<file path="src/rtl/reg_scoreboard.sv">
// Register scoreboard for a 3-stage EX/MEM/WB pipeline; SB_FORWARD_EN selects load-use-only stalling.
// Latency: issue_ready is combinational; an accepted issue is visible in EX one cycle later.
// Backpressure: issue_ready drops on a source hazard; flush kills EX/MEM and the same-cycle issue.
module reg_scoreboard (
   input  logic        clk,
   input  logic        rst,
   input  logic        issue_valid,
   input  logic [3:0]  issue_Ra,
   input  logic [3:0]  issue_Rb,
   input  logic [3:0]  issue_Rd,
   input  logic [1:0]  issue_opType,
   input  logic [3:0]  issue_opCode,
   input  logic        flush,
   output logic        issue_ready,
   output logic [3:0]  ex_rd,
   output logic [3:0]  mem_rd,
   output logic [3:0]  wb_rd,
   output logic        ex_wr,
   output logic        mem_wr,
   output logic        wb_wr,
   output logic [15:0] busy,
   output logic [15:0] stall_cnt
);

   typedef struct packed {
      logic       wr;
      logic [3:0] rd;
      logic       ld;
   } slotEntry_t;

   localparam slotEntry_t BUBBLE = '{wr: 1'b0, rd: 4'd0, ld: 1'b0};

   slotEntry_t exQ, memQ, wbQ;
   slotEntry_t newSlot;
   logic       isLoad, isWriter, hazard, accept, stallNow;

   function automatic logic hits(input logic [3:0] src, input slotEntry_t s);
      return (src != 4'd0) && s.wr && (s.rd == src);
   endfunction

   always_comb begin
      isLoad      = (issue_opType == 2'b10) && (issue_opCode == 4'b0000);
      isWriter    = !issue_opType[1] || isLoad;
      newSlot.wr  = isWriter && (issue_Rd != 4'd0);
      newSlot.rd  = issue_Rd;
      newSlot.ld  = isLoad;
   end

   always_comb begin
`ifdef SB_FORWARD_EN
      // Everything except a load still sitting in EX can be forwarded.
      hazard = exQ.ld && (hits(issue_Ra, exQ) || hits(issue_Rb, exQ));
`else
      hazard = hits(issue_Ra, exQ) || hits(issue_Ra, memQ) || hits(issue_Ra, wbQ) ||
               hits(issue_Rb, exQ) || hits(issue_Rb, memQ) || hits(issue_Rb, wbQ);
`endif
      issue_ready = !(issue_valid && hazard);
      accept      = issue_valid && issue_ready && !flush;
      stallNow    = issue_valid && !issue_ready && !flush;
   end

   always_comb begin
      busy = 16'h0000;
      if (exQ.wr)  busy[exQ.rd]  = 1'b1;
      if (memQ.wr) busy[memQ.rd] = 1'b1;
      if (wbQ.wr)  busy[wbQ.rd]  = 1'b1;
      busy[0] = 1'b0;
   end

   always_ff @(posedge clk or negedge rst) begin
      if (!rst) begin
         exQ       <= BUBBLE;
         memQ      <= BUBBLE;
         wbQ       <= BUBBLE;
         stall_cnt <= 16'h0000;
      end else begin
         // WB always takes MEM's old content, so a flush never kills a retiring op.
         wbQ <= memQ;
         if (flush) begin
            memQ <= BUBBLE;
            exQ  <= BUBBLE;
         end else begin
            memQ <= exQ;
            exQ  <= accept ? newSlot : BUBBLE;
         end
         if (stallNow && (stall_cnt != 16'hFFFF))
            stall_cnt <= stall_cnt + 16'd1;
      end
   end

   assign ex_rd  = exQ.rd;
   assign ex_wr  = exQ.wr;
   assign mem_rd = memQ.rd;
   assign mem_wr = memQ.wr;
   assign wb_rd  = wbQ.rd;
   assign wb_wr  = wbQ.wr;

endmodule

</file>
<file path="config.mk">
export PLATFORM = sky130hd
export DESIGN_NAME = reg_scoreboard
export DESIGN_NICKNAME = d
export VERILOG_FILES = /design/src/rtl/reg_scoreboard.sv
export SDC_FILE = /design/constraint.sdc
export NUM_CORES = 1
export LEC_CHECK = 0
export BUFFER_PORTS_ARGS = -buffer_cell sky130_fd_sc_hd__buf_2
export CAP_MARGIN = 20
export CORE_ASPECT_RATIO = 0.9
export CORE_MARGIN = 2
export CORE_UTILIZATION = 54
export CTS_CLUSTER_SIZE = 10
export DETAILED_ROUTE_END_ITERATION = 8
export GPL_TIMING_DRIVEN = 0
export HOLD_SLACK_MARGIN = 0.06
export PLACE_DENSITY = 0.93
export SETUP_SLACK_MARGIN = 0.3
export SYNTH_ARGS = -nofsm -noshare
export SYNTH_HDL_FRONTEND = slang
export SYNTH_SLANG_ARGS = --single-unit
</file>
<file path="constraint.sdc">
create_clock -name clk -period 5.93 [get_ports clk]
set_input_delay 0.8895 -clock clk [delete_from_list [all_inputs] [get_ports clk]]
set_output_delay 0.8895 -clock clk [all_outputs]
set_load 0.01 [all_outputs]
</file>
# ---- After elaboration in Yosys (flattened, before gate mapping)
# Index checks and enable logic that the tools add are counted.
# Widths: inputs -> output; s select.
dict set report word_totals {
  ff_bits 32
  latchBits 0
  mem_bits_rw 0
  rom_bits 0
  inputBits 22
  out_inout_bits 48
  word_cells 73
  n_memories 0
}
dict set report op_classes {
  n_addsub 1
  n_mul 0
  n_div 0
  order_cmp 6
  n_eq_ne 8
  shift 0
  n_mux 12
  bitwise 2
  n_reduce_logical 36
}
# cell count
set ops {}
lappend ops {{$mux 16} 3}
lappend ops {{$or 16x16->16} 2}
lappend ops {{$eq 4x4->1} 6}
lappend ops {{$logic_and 1x1->1} 23}
lappend ops {{$mux 6} 3}
lappend ops {{$add 16x1->16 const B} 1}
lappend ops {{$ne 16x16->1 const B} 1}
lappend ops {{$lt 4x5->1 const B} 3}
lappend ops {{$demux 1 s4} 3}
lappend ops {{$ge 4x1->1 const B} 3}
lappend ops {{$reduce_bool 4->1} 3}
lappend ops {{$logic_or 1x1->1} 6}
lappend ops {{$logic_not 4->1} 1}
lappend ops {{$logic_not 1->1} 3}
lappend ops {{$mux 1} 3}
lappend ops {{$eq 2x2->1 const B} 1}

# ---- Depth between registers and ports, before layout
# Gate-level depths: netlist of run 1.
dict set report depth {
  depth_word 14
  depth_mapped 8
  depth_no_buf 7
}

# ---- Worst setup path after synthesis of run 1
# No wires, ideal clock.
dict set report synth_timing {
  path_type {in2out}
  startpoint {input port issue_Rb[0]}
  endpoint {output port issue_ready}
  t_arrival_ps 2278
  t_required_ps 5041
  path_slack_ps 2763
  cell_stages 6
  path_cell_list {or3_1 -> a21oi_1 -> o22ai_1 -> nor4_4 -> buf_2 -> nand2b_1}
}
dict set report synth_between {
  elab_chain_len 8
  elab_cells_between_ends 15
}
# element line_no
set synth_lines {}
lappend synth_lines {{from (decl)} 9} ;# input logic [3:0] issue_Rb,
lappend synth_lines {{$reduce_bool 4->1} 38} ;# return (src != 4'd0) && s.wr && (s.rd == src);
lappend synth_lines {{$logic_and 1x1->1 (2 in series)} 38}
lappend synth_lines {{$logic_or 1x1->1} 54} ;# hazard = hits(issue_Ra, exQ) || hits(issue_Ra, memQ) || hits(issue_Ra, wbQ) ||
lappend synth_lines {{$logic_or 1x1->1} 55} ;# hits(issue_Rb, exQ) || hits(issue_Rb, memQ) || hits(issue_Rb, wbQ);
lappend synth_lines {{$logic_or 1x1->1 (*)} 55}
lappend synth_lines {{$logic_and 1x1->1 (*)} 57} ;# issue_ready = !(issue_valid && hazard);
lappend synth_lines {{$logic_not 1->1 (*)} 57}
lappend synth_lines {{to (decl)} 14} ;# output logic issue_ready,
# Every way passes the cells marked *; elsewhere a longest branch is shown, timed or not.

# ---- Worst setup path in the final report of run 1
# Ends and elaborated chain as after synthesis.

==> results.md, run 1 <==
- The number of hold buffers added after CTS was 0.
- The post-cts resize count is 0.
- The buffer depth of the longest clock path is 2.
- Yosys attributes the largest share of cell area to dfrtp_1 (39%), xnor2_1 (7.8%), nand2_1 (6.7%), xor2_1 (6.5%), nor2_1 (4.5%).
- The number of H-tree branching levels is 2.
- Of the total synthesized cell area, the portion taken by AND, OR, NAND and NOR gates is 33.3%.
- The global placement routability congestion is 0.903.
- Summed over all cells, the static leakage comes to 1.38 nW.
- The min-delay analysis places its worst path in the category reg2reg.
- The number of different library cells used by synthesis comes to 33.
- The critical path endpoint category is an output port.
- The number of synthesized register bits is 31.
- The number of DRC violations after detailed routing is 0.
- The number of nets in the layout is 331.
- The reg-to-reg startpoint is ex_rd[0].
- The synthesized design spends more area on one cell type than any other, namely dfrtp_1.
- The clock arrives with 0.00358 ns of skew.
- The fraction of synthesized cell area taken by the top area cell type is 38.6%.
- The path with the worst hold slack has its endpoint at wb_rd[2].
- In this run the tightest slew margin relative to its limit is 55.4%.
- The largest net degree at the start of global routing is 32.
- The count of final hold-check violations came to 0.
- The endpoint identified for the worst register-to-register timing path is stall_cnt[4].
- The ratio of final minimum period to clock period is 61.4%.
- The CTS tree is yes.
- The y dimension of the die is 61.9 um.
- The final design utilization is 68.7%.
- During placement, the flow inserted port buffers numbering 68.
- After the first detailed-routing iteration, the DRC count stood at 292.
- The routed via count is 2,020.
- The worst hold path depth is 0.
- Of all nets on the critical path, the largest fanout is 10.
- The clock slew at the register clock pins of the worst setup and hold paths is 0.06 ns.
- Averaged over all synthesized cells, the footprint is 8.62 sq um.
- The clock period could shrink to 3.64 ns.
- In the synthesized netlist the async set-or-reset flop fraction comes to 100%.
- The xor and xnor area share after synthesis is 14.4%.
- STA puts the critical path data required time at 5.04 ns.
- The instance count of the mapped netlist is 233.
- The width of the die is 68.3 um.
- The part of the Yosys area used for sequential elements is 38.6%.
- Setup slack on the worst reg-to-reg path comes out at 3.74 ns.
- The yosys synthesis warning count is 0.
- For this run the aggregate overflow at the end of global routing stands at 0.
- The post-detailed-route wirelength per cell is 14.1 um.
- The flow ran to the end, and the final reports show no timing, DRC or antenna violations.
- The critical setup path kind is in2out.
- The number of diodes added for antenna fixing is 0.
- The combinational family with the most area after synthesis is simple AND/OR/NAND/NOR gates.
- The area growth from synthesis to layout is 24.8%.
- The core region is 3650 sq um.
- The post-synth design cell area is 2010 sq um.
- Setup repair after global routing left no endpoint under its margin.
- The first-pass iteration count of the detailed router is 5.
- The transition time at the pin with the least slew margin is 0.669 ns.
- The area enclosed by the die boundary is 4230 sq um.
- The via count of the first global-routing pass is 1,728.
- The number of post-CTS setup repair buffers is 0.
- The number of clock sinks seen by CTS is 31.
- The number of nets produced by synthesis is 256.
- The fmax is 275 MHz.
- The reported max-cap violation count is 0.
- Summing all non-filler instances in the final layout gives an area of 2510 sq um.
- Once detailed placement completed, the half-perimeter wirelength came to 3.59 mm.
- The hold path startpoint is mem_rd[2].
- The number of filler instances in the final layout is 290.
- The total routed wirelength is 5.00 mm.
- Once detail routing completed, the nets flagged for antenna violations numbered 0.
- During I/O placement, the number of pins put on the boundary was 70.
- The number of flops mapped to enable cells by yosys is 0.
- The initial utilization of the core area, before any placement, comes to 55.0%.
- The adder and majority cell fraction of the synthesized area is 0.623%.
- The detail-routed via count per cell is 5.69.
- Data on the critical path arrives at its endpoint at 2.75 ns.
- The initial antenna violation count is 0.
- The dominant synthesized flop cell is dfrtp_1.
- The first global-routing pass estimated 7.85 mm of wire.
- The path depth of the worst reg2reg path is 8.
- In this run the core area contains 21 standard-cell rows.
- In this run the clock root is driven by a clkbuf_8.
- The synthesized netlist devotes 9.22% of its cell area to compound gates.
- The final max-slew violation count was 0.
- Global routing used 25.2% of the available tracks across all layers.
- The setup violation total in the final timing report is 0.
- The power density over the cells is 187 nW/um^2.
- Once placement finished, the instance area stood at 2410 sq um.
- Of the post-synthesis cell area, the part taken by muxes is 0.560%.
- The clock buffer count from CTS is 5.
- Adding up every negative setup slack in the final design gives 0 ns.
- The startpoint type of the worst setup path is an input pin.
- Across all hold checks on the routed design, the worst slack comes to 0.397 ns.
- Clock latency on the worst-skew pair, taken at its later pin, is 0.28 ns.
- The layout cell share with drive strength beyond 1 is 27.2%.
- Across the VDD grid, the largest voltage drop is 0.191 mV.
[how the worst max path moves through the flow]
| stage | start | endpoint | slack (ns) | cells past startpoint |
|---|---|---|---|---|
| after floorplan | issue_Rb[0] | issue_ready | 2.76 | 6 |
| after global placement | issue_Rb[0] | issue_ready | 2.34 | 8 |
| after detailed placement | issue_Rb[0] | issue_ready | 2.30 | 8 |
| after CTS | issue_Rb[0] | issue_ready | 2.30 | 8 |
| after global routing | issue_Rb[0] | issue_ready | 2.13 | 8 |
| final | issue_Rb[0] | issue_ready | 2.29 | 8 |
[flip-flops by register name, summed over array words and instances, names as in the netlist]
register	count
wb_rd	4
ex_rd	4
mem_wr	1
stall_cnt	16
wb_wr	1
ex_wr	1
mem_rd	4
[power by group]
group          switching (mW)  total, mW  leakage, nW  internal, mW
registers             0.00826      0.227        0.427         0.218
logic                  0.0357     0.0626        0.906        0.0269
clock network          0.0730      0.179       0.0515         0.106
total                   0.117      0.468         1.38         0.351
[cells by family (layout without fill, tap and decap cells)]
kind of cell	after synthesis	after routing
simple gates	127	127
xor+xnor	33	33
flops	31	31
compound gates	25	25
buf+inv	14	90
fa+ha+maj	1	1
other cells	1	1
mux	1	1
[worst max-delay path: stages]
cell and delay, ns:
buf_2 0.13, or3_1 0.42, a21oi_1 0.15, o22ai_1 0.12
nor4_4 0.47, buf_2 0.32, nand2b_1 0.13, buf_2 0.12
[cells in the mapped netlist (2+ instances only)]
| cell type | instances |
|---|---|
| nor3b_1 | 6 |
| a21oi_1 | 6 |
| xnor2_1 | 18 |
| buf_2 | 6 |
| dfrtp_1 | 31 |
| nor2b_1 | 12 |
| nor3_1 | 4 |
| nand4_1 | 11 |
| and4_1 | 2 |
| o22ai_1 | 2 |
| nor2_1 | 24 |
| nand2_1 | 36 |
| or3_1 | 3 |
| a22oi_1 | 8 |
| xor2_1 | 15 |
| nand3_1 | 10 |
| and2_1 | 4 |
| clkbuf_1 | 3 |
| inv_1 | 4 |
| and3_1 | 4 |
| nand2b_1 | 4 |
| and3b_1 | 4 |
| a32oi_1 | 6 |
[cell usage in the layout (no fill, tap or decap), types with 6 or more instances in the layout]
master    count
nand4_1      11
dfrtp_1      31
a32oi_1       6
clkbuf_8      7
a21oi_1       6
nand2_1      36
xor2_1       15
a22oi_1       8
nand3_1      10
nor2_1       24
nor2b_1      12
buf_2        74
xnor2_1      18
nor3b_1       6
[final cells by class]
type	instances	area, sq um	area share [%]
clock buffers	8	100	3.99
repair buffers	68	340	13.6
well taps	46	57.6	2.30
plain buffers	10	48.8	1.95
flip-flops and latches	31	776	30.9
inverters	4	15.0	0.599
multi-input cells	188	1170	46.7
[metrics by stage]
| stage | std cells | setup WS (ns) | power, mW |
|---|---|---|---|
| after detailed placement | 347 | 2.30 | 0.293 |
| after global placement | 347 | 2.34 | 0.291 |
| after floorplan | 233 | 2.76 | 0.264 |
| final | 355 | 2.29 | 0.468 |
| after global routing | 355 | 2.13 | 0.488 |
| after CTS | 355 | 2.30 | 0.470 |
[layer usage]
layer  up-vias  global-route usage [%]  routed length, um
li1        958                       -                  -
met1       935                    31.7               2160
met2       113                    40.6               2310
met3        14                    6.13                427
met4         0                    13.1                104
met5         -                       0                  0
Power figures use the tool's default switching activity.
==> run 2, diff against run 1 <==
CORE_UTILIZATION = 45   (was 54)
PLACE_DENSITY = 0.84   (was 0.93)
clock period = 3.3 ns   (was 5.93 ns; I/O delays follow)
==> run 2 against run 1 <==
Net effect:
- critical path depth unchanged
- global-route usage decreased by 3.2 points
- sequential power rose by 80%
- critical path type is now reg2out
- critical endpoint unchanged
- largest cell class unchanged
==> results.md, run 2 (same netlist as run 1, synthesis figures left out) <==
- The wire length of the first global-routing pass is 8.45 mm.
- The final max-slew violation count is 0.
- The layout cell share with drive strength beyond 1 is 27.7%.
- Counting along the longest clock path gives a buffer depth of 2.
- The congestion estimate from routability-driven global placement came to 0.880.
- The setup path with the least slack is of type reg2out.
- The via count of the first global-routing pass was 1,854.
- The reg-to-reg startpoint is ex_rd[2].
- The reported max-cap violation count is 0.
- The number of nets in the layout is 333.
- Based on the critical path, the design can be clocked at up to 354 MHz.
- The worst hold path belongs to the class in2async.
- The worst register-to-register path ends at stall_cnt[1].
- For this configuration, the core starts out at a cell density of 45.9%.
- The post-detailed-route wirelength per cell is 13.9 um.
- The final setup slack of the worst path is 0.477 ns.
- TritonCTS built the clock tree.
- The number of DRC violations after detailed routing is 0.
- From synthesis to final layout, the design area changed by 25.7%.
- Across the VDD grid, the largest voltage drop is 0.249 mV.
- The first routing iteration left 280 violations.
- Setup repair after global routing left no endpoint under its margin.
- The startpoint type of the worst setup path is a flop.
- The register with the most flip-flops is stall_cnt.
- The floorplan step set the die height to 67.4 um.
- The critical path data required time is 2.80 ns.
- The relative max-transition margin is 56.8%.
- During placement, the flow inserted port buffers numbering 68.
- The total routed wirelength is 5.18 mm.
- The register-to-register path setup slack is 1.12 ns.
- The first-pass iteration count of the detailed router is 4.
- The initial antenna violation count came to 0.
- In this run the standard cell core region covers 4370 sq um.
- The cell seen most often among critical-path stages is buf_2.
- Of the available clock period, the critical path in the final layout requires 85.6%.
- The die covers 5020 sq um.
- Traced cell by cell, the critical path runs through clkbuf_1, xnor2_1, nand4_1, o22ai_1, nor4_4, buf_2, nand2b_1, buf_2.
- The critical path crosses 8 cells after its start point.
- Entering global routing, the biggest net connects 32 pins.
- At the placement stage, the worst setup path has a slack of 0.464 ns.
- The final sum of negative setup slack is 0 ns.
- The delay contributed by the slowest stage of the critical path is 0.46 ns.
- The total overflow left after global routing is 0.
- The floorplan has 23 rows.
- The HPWL after detailed placement is 3.72 mm.
- The most frequent standard cell in the layout excluding fill and tap cells is buf_2.
- The leakage power is 1.39 nW.
- The overall global routing resource usage is 22.0%.
- The number of clock sinks seen by CTS is 31.
- After layout, the minimum clock period comes to 2.82 ns.
- The detail-routed via count per cell is 5.44.
- The clock buffer count from CTS is 5.
- Along the worst path, the maximum fanout reaches 10.
- The number of nets still failing antenna checks after routing is 0.
- Clock tree synthesis selected as its root buffer the cell clkbuf_8.
- The cell type of the slowest stage on the worst timing path is nor4_4.
- The transition time at the pin with the least slew margin is 0.648 ns.
- In the layout the commonest cells are buf_2 (74), nand2_1 (36), dfrtp_1 (31).
- The die is 74.4 um wide.
- The setup violation total in the final timing report is 0.
- The routed via count is 2,030.
- Together, buffers and inverters on the worst path number 3.
- The post-route clock skew is 0.00391 ns.
- After clock tree synthesis, the clock-pin slew on the worst setup and hold paths is 0.06 ns.
- The worst setup path is captured at an output port.
- The cell class contributing the biggest share of worst-path delay is buffers and inverters.
- During I/O placement, the number of pins put on the boundary was 70.
- At the worst endpoint, the arrival time is 2.33 ns.
- The number of hold buffers added after CTS was 0.
- For the worst flop-to-flop path, the logic depth is 8.
- The insertion delay of the later-clocked pin in the worst-skew pair is 0.28 ns.
- The register with the most flip-flops in the layout has 16 of them.
- The power density over the cells is 318 nW/um^2.
- The count of final hold-check violations was 0.
- In this run the number of H-tree levels came out at 2.
- The run finished with clean final reports.
- The number of antenna diodes in the final layout is 0.
-- run 2: timing repair --
action / in CTS / in global routing
gates resized for setup: 0 / 2
setup buffers: 0 / 2
setup endpoints to repair: 0 / 1
-- run 2: metal layers --
metal / global-route usage, % / wire (um)
met1: 28.4 / 2130
met2: 36.4 / 2490
met3: 4.03 / 480
met4: 9.15 / 78
met5: 0 / 0
-- run 2: area by class of cell --
cell class,instances,area (sq um)
tap,62,77.6
inverter,4,15.0
sequential,31,776
buffer,10,50.0
fill,419,1850
timing repair buffer,70,355
clock inverter,1,5.00
clock buffer,7,76.3
multi-input combinational,188,1170
-- run 2: report_power, final --
part	internal, mW	switching [mW]	leakage (nW)
registers	0.392	0.0155	0.427
clock network	0.148	0.134	0.0422
logic	0.0492	0.0644	0.918
total	0.589	0.214	1.39
-- run 2: worst max-delay path by stage --
stage / endpoint / start / slack [ns]
CTS: issue_ready / ex_rd[2] / 0.42
global placement: issue_ready / issue_Rb[0] / 0.50
detailed placement: issue_ready / issue_Rb[0] / 0.46
global route: issue_ready / ex_rd[2] / 0.29
floorplan: issue_ready / issue_Rb[0] / 0.92
finish: issue_ready / ex_rd[2] / 0.48
-- run 2: per-stage QoR --
| step | util, % | instance area, sq um | total power, mW | std cells | hold slack, ns |
|---|---|---|---|---|---|
| 2_1_floorplan | - | 2010 | 0.474 | 233 | 0.199 |
| 3_3_place_gp | 55.5 | 2430 | 0.524 | 363 | 0.380 |
| 3_5_place_dp | 55.5 | 2430 | 0.527 | 363 | 0.386 |
| 4_1_cts | 57.4 | 2510 | 0.811 | 371 | 0.258 |
| 5_1_grt | 57.7 | 2520 | 0.839 | 373 | 0.301 |
| 6_report | 57.7 | 2520 | 0.803 | 373 | 0.235 |
